File: config.mk
export PLATFORM = sky130hd
export DESIGN_NAME = out_port_hex_display
export DESIGN_NICKNAME = d
export VERILOG_FILES = /design/src/rtl/out_port_hex_display.sv
export SDC_FILE = /design/constraint.sdc
export NUM_CORES = 1
export LEC_CHECK = 0
export BUFFER_PORTS_ARGS = -buffer_cell sky130_fd_sc_hd__buf_2
export CORE_MARGIN = 2
export CORE_UTILIZATION = 51
export CTS_CLUSTER_SIZE = 10
export DETAILED_ROUTE_END_ITERATION = 8
export PLACE_DENSITY = 0.79
export RECOVER_POWER = 25
export SETUP_SLACK_MARGIN = 0.1
export SKIP_CTS_REPAIR_TIMING = 1
export SYNTH_ARGS = -nofsm -noshare
export SYNTH_HDL_FRONTEND = slang
export SYNTH_SLANG_ARGS = --single-unit
File: constraint.sdc
create_clock -name clock -period 5.33 [get_ports clock]
set_input_delay 1.066 -clock clock [delete_from_list [all_inputs] [get_ports clock]]
set_output_delay 1.066 -clock clock [all_outputs]
set_load 0.05 [all_outputs]
File: src/rtl/out_port_hex_display.sv
// Round-robin converter of three output ports to two-digit seven-segment pairs.
// Fixed 27-cycle sweep (9 per port); registered outputs; no backpressure.
module out_port_hex_display #(
  parameter bit BLANK_LEADING = 1'b0
) (
  input  logic        clock,
  input  logic        reset,
  input  logic [31:0] out_port0,
  input  logic [31:0] out_port1,
  input  logic [31:0] out_port2,
  output logic [6:0]  hex0,
  output logic [6:0]  hex1,
  output logic [6:0]  hex2,
  output logic [6:0]  hex3,
  output logic [6:0]  hex4,
  output logic [6:0]  hex5,
  output logic        frame
);

  localparam logic [6:0] SEG_BLANK = 7'b1111111;
  localparam logic [6:0] SEG_DASH  = 7'b0111111;

  typedef enum logic [1:0] {LOAD, SHIFT, WRITE} state_t;

  state_t      state;
  logic [1:0]  port_idx;
  logic [2:0]  shift_cnt;
  logic [31:0] hold;
  logic [7:0]  bcd;
  logic [6:0]  bin;

  logic [31:0] sel;
  logic [7:0]  bcd_adj;
  logic        ovf;
  logic [6:0]  tens_seg;
  logic [6:0]  ones_seg;

  function automatic logic [6:0] seg7(input logic [3:0] d);
    case (d)
      4'd0:    seg7 = 7'b1000000;
      4'd1:    seg7 = 7'b1111001;
      4'd2:    seg7 = 7'b0100100;
      4'd3:    seg7 = 7'b0110000;
      4'd4:    seg7 = 7'b0011001;
      4'd5:    seg7 = 7'b0010010;
      4'd6:    seg7 = 7'b0000010;
      4'd7:    seg7 = 7'b1111000;
      4'd8:    seg7 = 7'b0000000;
      4'd9:    seg7 = 7'b0010000;
      default: seg7 = SEG_BLANK;
    endcase
  endfunction

  always_comb begin
    case (port_idx)
      2'd0:    sel = out_port0;
      2'd1:    sel = out_port1;
      default: sel = out_port2;
    endcase
  end

  always_comb begin
    bcd_adj[3:0] = (bcd[3:0] >= 4'd5) ? bcd[3:0] + 4'd3 : bcd[3:0];
    bcd_adj[7:4] = (bcd[7:4] >= 4'd5) ? bcd[7:4] + 4'd3 : bcd[7:4];
  end

  // Overflow is judged on the full held value; the BCD result is then ignored.
  always_comb begin
    ovf      = (hold > 32'd99);
    ones_seg = ovf ? SEG_DASH : seg7(bcd[3:0]);
    if (ovf)
      tens_seg = SEG_DASH;
    else if (BLANK_LEADING && (bcd[7:4] == 4'd0))
      tens_seg = SEG_BLANK;
    else
      tens_seg = seg7(bcd[7:4]);
  end

  always_ff @(posedge clock or posedge reset) begin
    if (reset) begin
      state     <= LOAD;
      port_idx  <= 2'd0;
      shift_cnt <= 3'd0;
      hold      <= 32'd0;
      bcd       <= 8'd0;
      bin       <= 7'd0;
      hex0      <= SEG_BLANK;
      hex1      <= SEG_BLANK;
      hex2      <= SEG_BLANK;
      hex3      <= SEG_BLANK;
      hex4      <= SEG_BLANK;
      hex5      <= SEG_BLANK;
      frame     <= 1'b0;
    end else begin
      frame <= 1'b0;
      case (state)
        LOAD: begin
          hold      <= sel;
          bcd       <= 8'd0;
          bin       <= sel[6:0];
          shift_cnt <= 3'd0;
          state     <= SHIFT;
        end
        SHIFT: begin
          {bcd, bin} <= {bcd_adj[6:0], bin, 1'b0};
          shift_cnt  <= shift_cnt + 3'd1;
          if (shift_cnt == 3'd6)
            state <= WRITE;
        end
        WRITE: begin
          case (port_idx)
            2'd0:    begin hex1 <= tens_seg; hex0 <= ones_seg; end
            2'd1:    begin hex3 <= tens_seg; hex2 <= ones_seg; end
            default: begin hex5 <= tens_seg; hex4 <= ones_seg; end
          endcase
          frame    <= (port_idx == 2'd2);
          port_idx <= (port_idx == 2'd2) ? 2'd0 : port_idx + 2'd1;
          state    <= LOAD;
        end
        default: state <= LOAD;
      endcase
    end
  end

endmodule
Yosys cells after proc, flatten, opt, wreduce, memory -nomap -nowiden
Memory sizes are Yosys's and may differ from the RTL's.
Cells that the tools add are included.
- eq/ne operators: 6
- multiplexer cells: 12
- bitwise gates (word level): 1
- reductions and logical operators: 7
- add/sub/neg operators: 4
- order comparisons: 3
- operator list (operator ; count):
    $pmux W32 S2 ; 1
    $gt A32 B7 Y1 const B ; 1
    $pmux W8 S2 ; 1
    $mux W7 ; 2
    $pmux W7 S2 ; 1
    $ge A4 B3 Y1 const B ; 2
    $pmux W3 S2 ; 1
    $reduce_and A2 Y1 ; 3
    $add A4 B2 Y4 const B ; 1
    $eq A2 B1 Y1 const B ; 2
    $eq A2 B2 Y1 const B ; 2
    $logic_not A2 Y1 ; 2
    $mux W2 ; 2
    $mux W4 ; 1
    $pmux W2 S2 ; 1
    $add A3 B1 Y3 const B ; 1
    $add A3 B2 Y3 const B ; 1
    $eq A3 B3 Y1 const B ; 1
    $mux W3 ; 1
    $add A2 B1 Y2 const B ; 1
    $ne A2 B2 Y1 const B ; 1
    $reduce_bool A2 Y1 ; 1
    $reduce_or A2 Y1 ; 1
    $mux W1 ; 1
    $not A1 Y1 ; 1
- memories: 2
- word-level logic and storage cells: 48
- bits in registers: 97
- bits of input ports: 98
- bits in read-only memories: 224
- output and inout port bits: 43
- memories (name ; depth ; bits a word ; read ports ; clocked after Yosys merged registers in ; wr ports ; RTL line ; text):
    (name not given) ; 16 ; 7 ; 1 ; 0 ; 0 ; 39 ; case (d)
    (name not given) ; 16 ; 7 ; 1 ; 0 ; 0 ; 39 ;

Logic depth before layout (Yosys ltp)
- depth in word-level cells: 4
- depth in mapped cells: 7
- depth with buffers taken out: 6

Least setup slack after synthesis
OpenSTA, ideal clock, no wires.
- kind: input port to flip-flop
- from: input out_port1[2]
- to: register bin[2]
- slack: 3.586 ns
- required time: 5.211 ns
- stages: 4
- library setup time: 0.119 ns
- data arrival time: 1.625 ns
- path buffers: 0
- cell sequence: mux2_2 mux2i_1 o21ai_0 o21a_1
- longest elaborated chain between the ends: 2
- RTL lines (item ; RTL line ; text):
    start: declaration ; 9 ; input logic [31:0] out_port1,
    $pmux W32 S2 ; 55 ; case (port_idx)
    $pmux W7 S2 ; 96 ; case (state)
    end signal: assignment ; 100 ; bin <= sel[6:0];
    end signal: assignment ; 105 ; {bcd, bin} <= {bcd_adj[6:0], bin, 1'b0};
    end: declaration ; 30 ; logic [6:0] bin;
No other way between the ends.
A chain may end at the register's enable or synchronous reset.

==> key figures <==
Timing
  – Final count of hold timing violations: 0
  – Tcrit/Tclk final: 50.89%
  – Slew Limit Fails: 57
  – Normalized max-slew margin: -59.81%
  – Worst Tran Pin Value: 2.384 ns
  – Final clock skew: 0.01451 ns
  – RSZ-0062 raised after global routing: false
  – Final WS setup: 2.618 ns
  – Final setup vio count: 0
  – Setup TNS: 0 ns
  – Tmin final: 2.712 ns
  – Fmax: 368.7 MHz

Global route
  – Largest net degree at the start of global routing: 66
  – Antenna violations before repair: 0
  – Global route total overflow: 0
  – Vias in the first global route: 3,857
  – Global-route wire length before repair: 17.76 mm
  – All-Layer GR Usage: 21.83%

Clock network
  – Sinks on Clock Net: 95
  – Number of CTS-inserted buffers: 9
  – Worst-Skew Late Latency: 0.36 ns
  – CTS tree: yes
  – Clock Path Buffers: 2
  – Root buf cell: clkbuf_8
  – CTS H-tree depth: 3
  – Clock-pin slew on the worst setup and hold paths: 0.09 ns

Synthesis
  – Mux share of post-synthesis cell area: 8.887%
  – Post-Syn Area: 4857 sq um
  – Post-synthesis adder-cell area fraction: 3.091%
  – Syn_nets: 630
  – Top_reg_cell synth: dfrtp_1
  – Synth top area cells: dfrtp_1 27%, dfstp_2 23%, a21oi_1 7.9%, mux2i_1 6.8%, nor2_1 5.6%
  – Synth async-reset ratio: 100.0%
  – Syn Area/Cell: 9.341 sq um
  – Largest area contributor in the netlist: dfrtp_1
  – XOR/XNOR share of the synthesized area: 0.7213%
  – Ys Warns: 0
  – Cell count after synthesis: 520
  – Post-synth EDFFs: 0
  – Top cell type's share of synthesized area: 27.31%
  – Synth Register Bits: 95
  – Main combinational cell family by area after synthesis: compound AO/OA/AOI/OAI gates
  – Register area share after synthesis: 50.03%
  – Compound-Gate Fraction of Synth Area: 17.41%
  – Synth Area in Simple Gates: 15.97%
  – Unique cell type count in the Yosys netlist: 44

Run status
  – Outcome: finished with violations
  – Failing checks: capacitance limit, slew limit

Worst setup path
  – Crit path max-delay cell type: clkinvlp_2
  – Worst Setup Start Kind: input pin
  – Max FO, Critical Path: 56
  – Critical Path AT: 3.17 ns
  – Crit-path cells: buf_2 -> clkinvlp_2 -> buf_4
  – Critical Path RT: 5.79 ns
  – Crit Path Class: in2async
  – Slowest Stage Delay on Critical Path: 1.34 ns
  – Setup crit end kind: asynchronous set/reset pin

Layout
  – Footprint of the multi-input gates: 2238 sq um
  – Fillcell total: 791
  – Area growth, synth to finish: 19.27%
  – Final #Nets: 750
  – Layout cells sized above 1: 34.57%
  – FF+latch area: 2432 sq um
  – # diodes: 0

Hold path
  – Min-delay worst type: reg2reg

Routing
  – Vias per Instance: 5.296
  – Vias: 4,099
  – Routed WL: 11.16 mm
  – DR pass1 iterations: 4
  – DR WL/cell: 14.42 um
  – # DRC: 0
  – DRT iter0 DRCs: 131
  – Final ANT Viol Nets: 0

Placement
  – Port bufs: 140
  – HPWL Detailed: 8.395 mm
  – GP Congestion: 0.8242
  – Dpl ws: 2.940 ns

Floorplanning
  – Starting Density: 52.57%
  – Core ar.: 9240 sq um
  – # IOs: 141
  – Die area: 10,320 sq um
  – Width of the die: 101.6 um
  – Die H: 101.6 um
  – Row cnt: 35

Job
  – Max_cap viols: 1

Pwr
  – Total chip power: 0.001311 W
  – Leakage: 2.559 nW
  – Maximum vdd drop: 0.1146 mV
  – Power Dens Cells: 226.3 nW/um^2
sequential cells by signal, indices dropped and copies added (netlist names):
| register | flops |
|---|---|
| state | 2 |
| port_idx | 2 |
| hex5 | 7 |
| frame | 1 |
| hold | 30 |
| hex4 | 7 |
| shift_cnt | 3 |
| hex3 | 7 |
| bcd | 8 |
| hex1 | 7 |
| hex0 | 7 |
| bin | 7 |
| hex2 | 7 |
routing by layer:
metal	up-vias	share of wire, %	GRT usage (%)
li1	2050	-	-
met1	1888	45	29.27
met2	144	48	36.49
met3	17	5.4	3.451
met4	0	1.3	6.965
met5	-	0	0
cell usage after synthesis (all sizes together), types with 9 or more instances:
cell type and n:
a21oi 77, nor2 73, nand2 50, mux2i 33, buf 15, clkbuf 19, dfstp 42, inv 10
ha 12, dfrtp 53, mux2 9, o21ai 52
cell usage in the layout, fill, tap and decap left out, types with 4 or more instances in the layout:
cell and count:
inv_1 9, nor2b_1 7, mux2i_1 33, o21ai_0 48, o21a_1 7, xnor2_1 4, dfrtp_1 51, a31oi_1 5
nor4_1 5, clkbuf_8 9, a21oi_1 77, ha_1 12, nand2_1 50, nor3_1 6, mux2_2 9, buf_2 140
nand2b_1 4, nor2_1 73, o22ai_1 6, o21ai_1 4, dfstp_2 42
logic make-up after synthesis:
group                      count (synthesis)
buffers and inverters                     44
xor gates and xnor gates                   4
adders and majority gates                 12
and+or+nand+nor                          167
muxes                                     42
AOI/OAI and AO/OA                        156
DFF                                       95
final cells by class:
type | count | share of cell area, %
clock inverters | 6 | 0.8639
multi-input cells | 381 | 38.64
repair buffers | 143 | 12.48
well taps | 129 | 2.786
clock buffers | 10 | 2.570
inverters | 10 | 0.6695
flip-flops and latches | 95 | 41.99
critical path, delay by kind of cell:
kind                   cells  cell delay [ns]
buffers and inverters      3             2.06
report_power, final:
group	total [W]	switching, W	internal [W]
registers	0.000747	0.0000103	0.000737
clock network	0.000467	0.000262	0.000205
logic	0.0000968	0.0000484	0.0000484
total	0.00131	0.000321	0.000990
through the flow:
stage	area [sq um]	util, %	std cells	hold slack, ns
after detailed placement	5594	60.54	758	0.4637
after global routing	5793	62.69	774	0.4955
after global placement	5594	60.54	758	0.4614
final	5793	62.69	774	0.4735
after CTS	5793	62.69	774	0.4771
after floorplan	4857	-	520	0.4461
final timing paths:
check,startpoint,endpoint,slack (ns),cells after the start
setup / recovery,reset,hex4[4],2.62,3
hold / removal,hex2[6],hex2[6],0.47,2
setup reg to reg,port_idx[0],hex2[5],2.91,3
hold reg to reg,hex2[6],hex2[6],0.47,2
max in group clock,port_idx[0],hex2[5],2.91,3
min in group asynchronous,reset,hold[21],1.33,2
(Power assumes the default switching activity.)
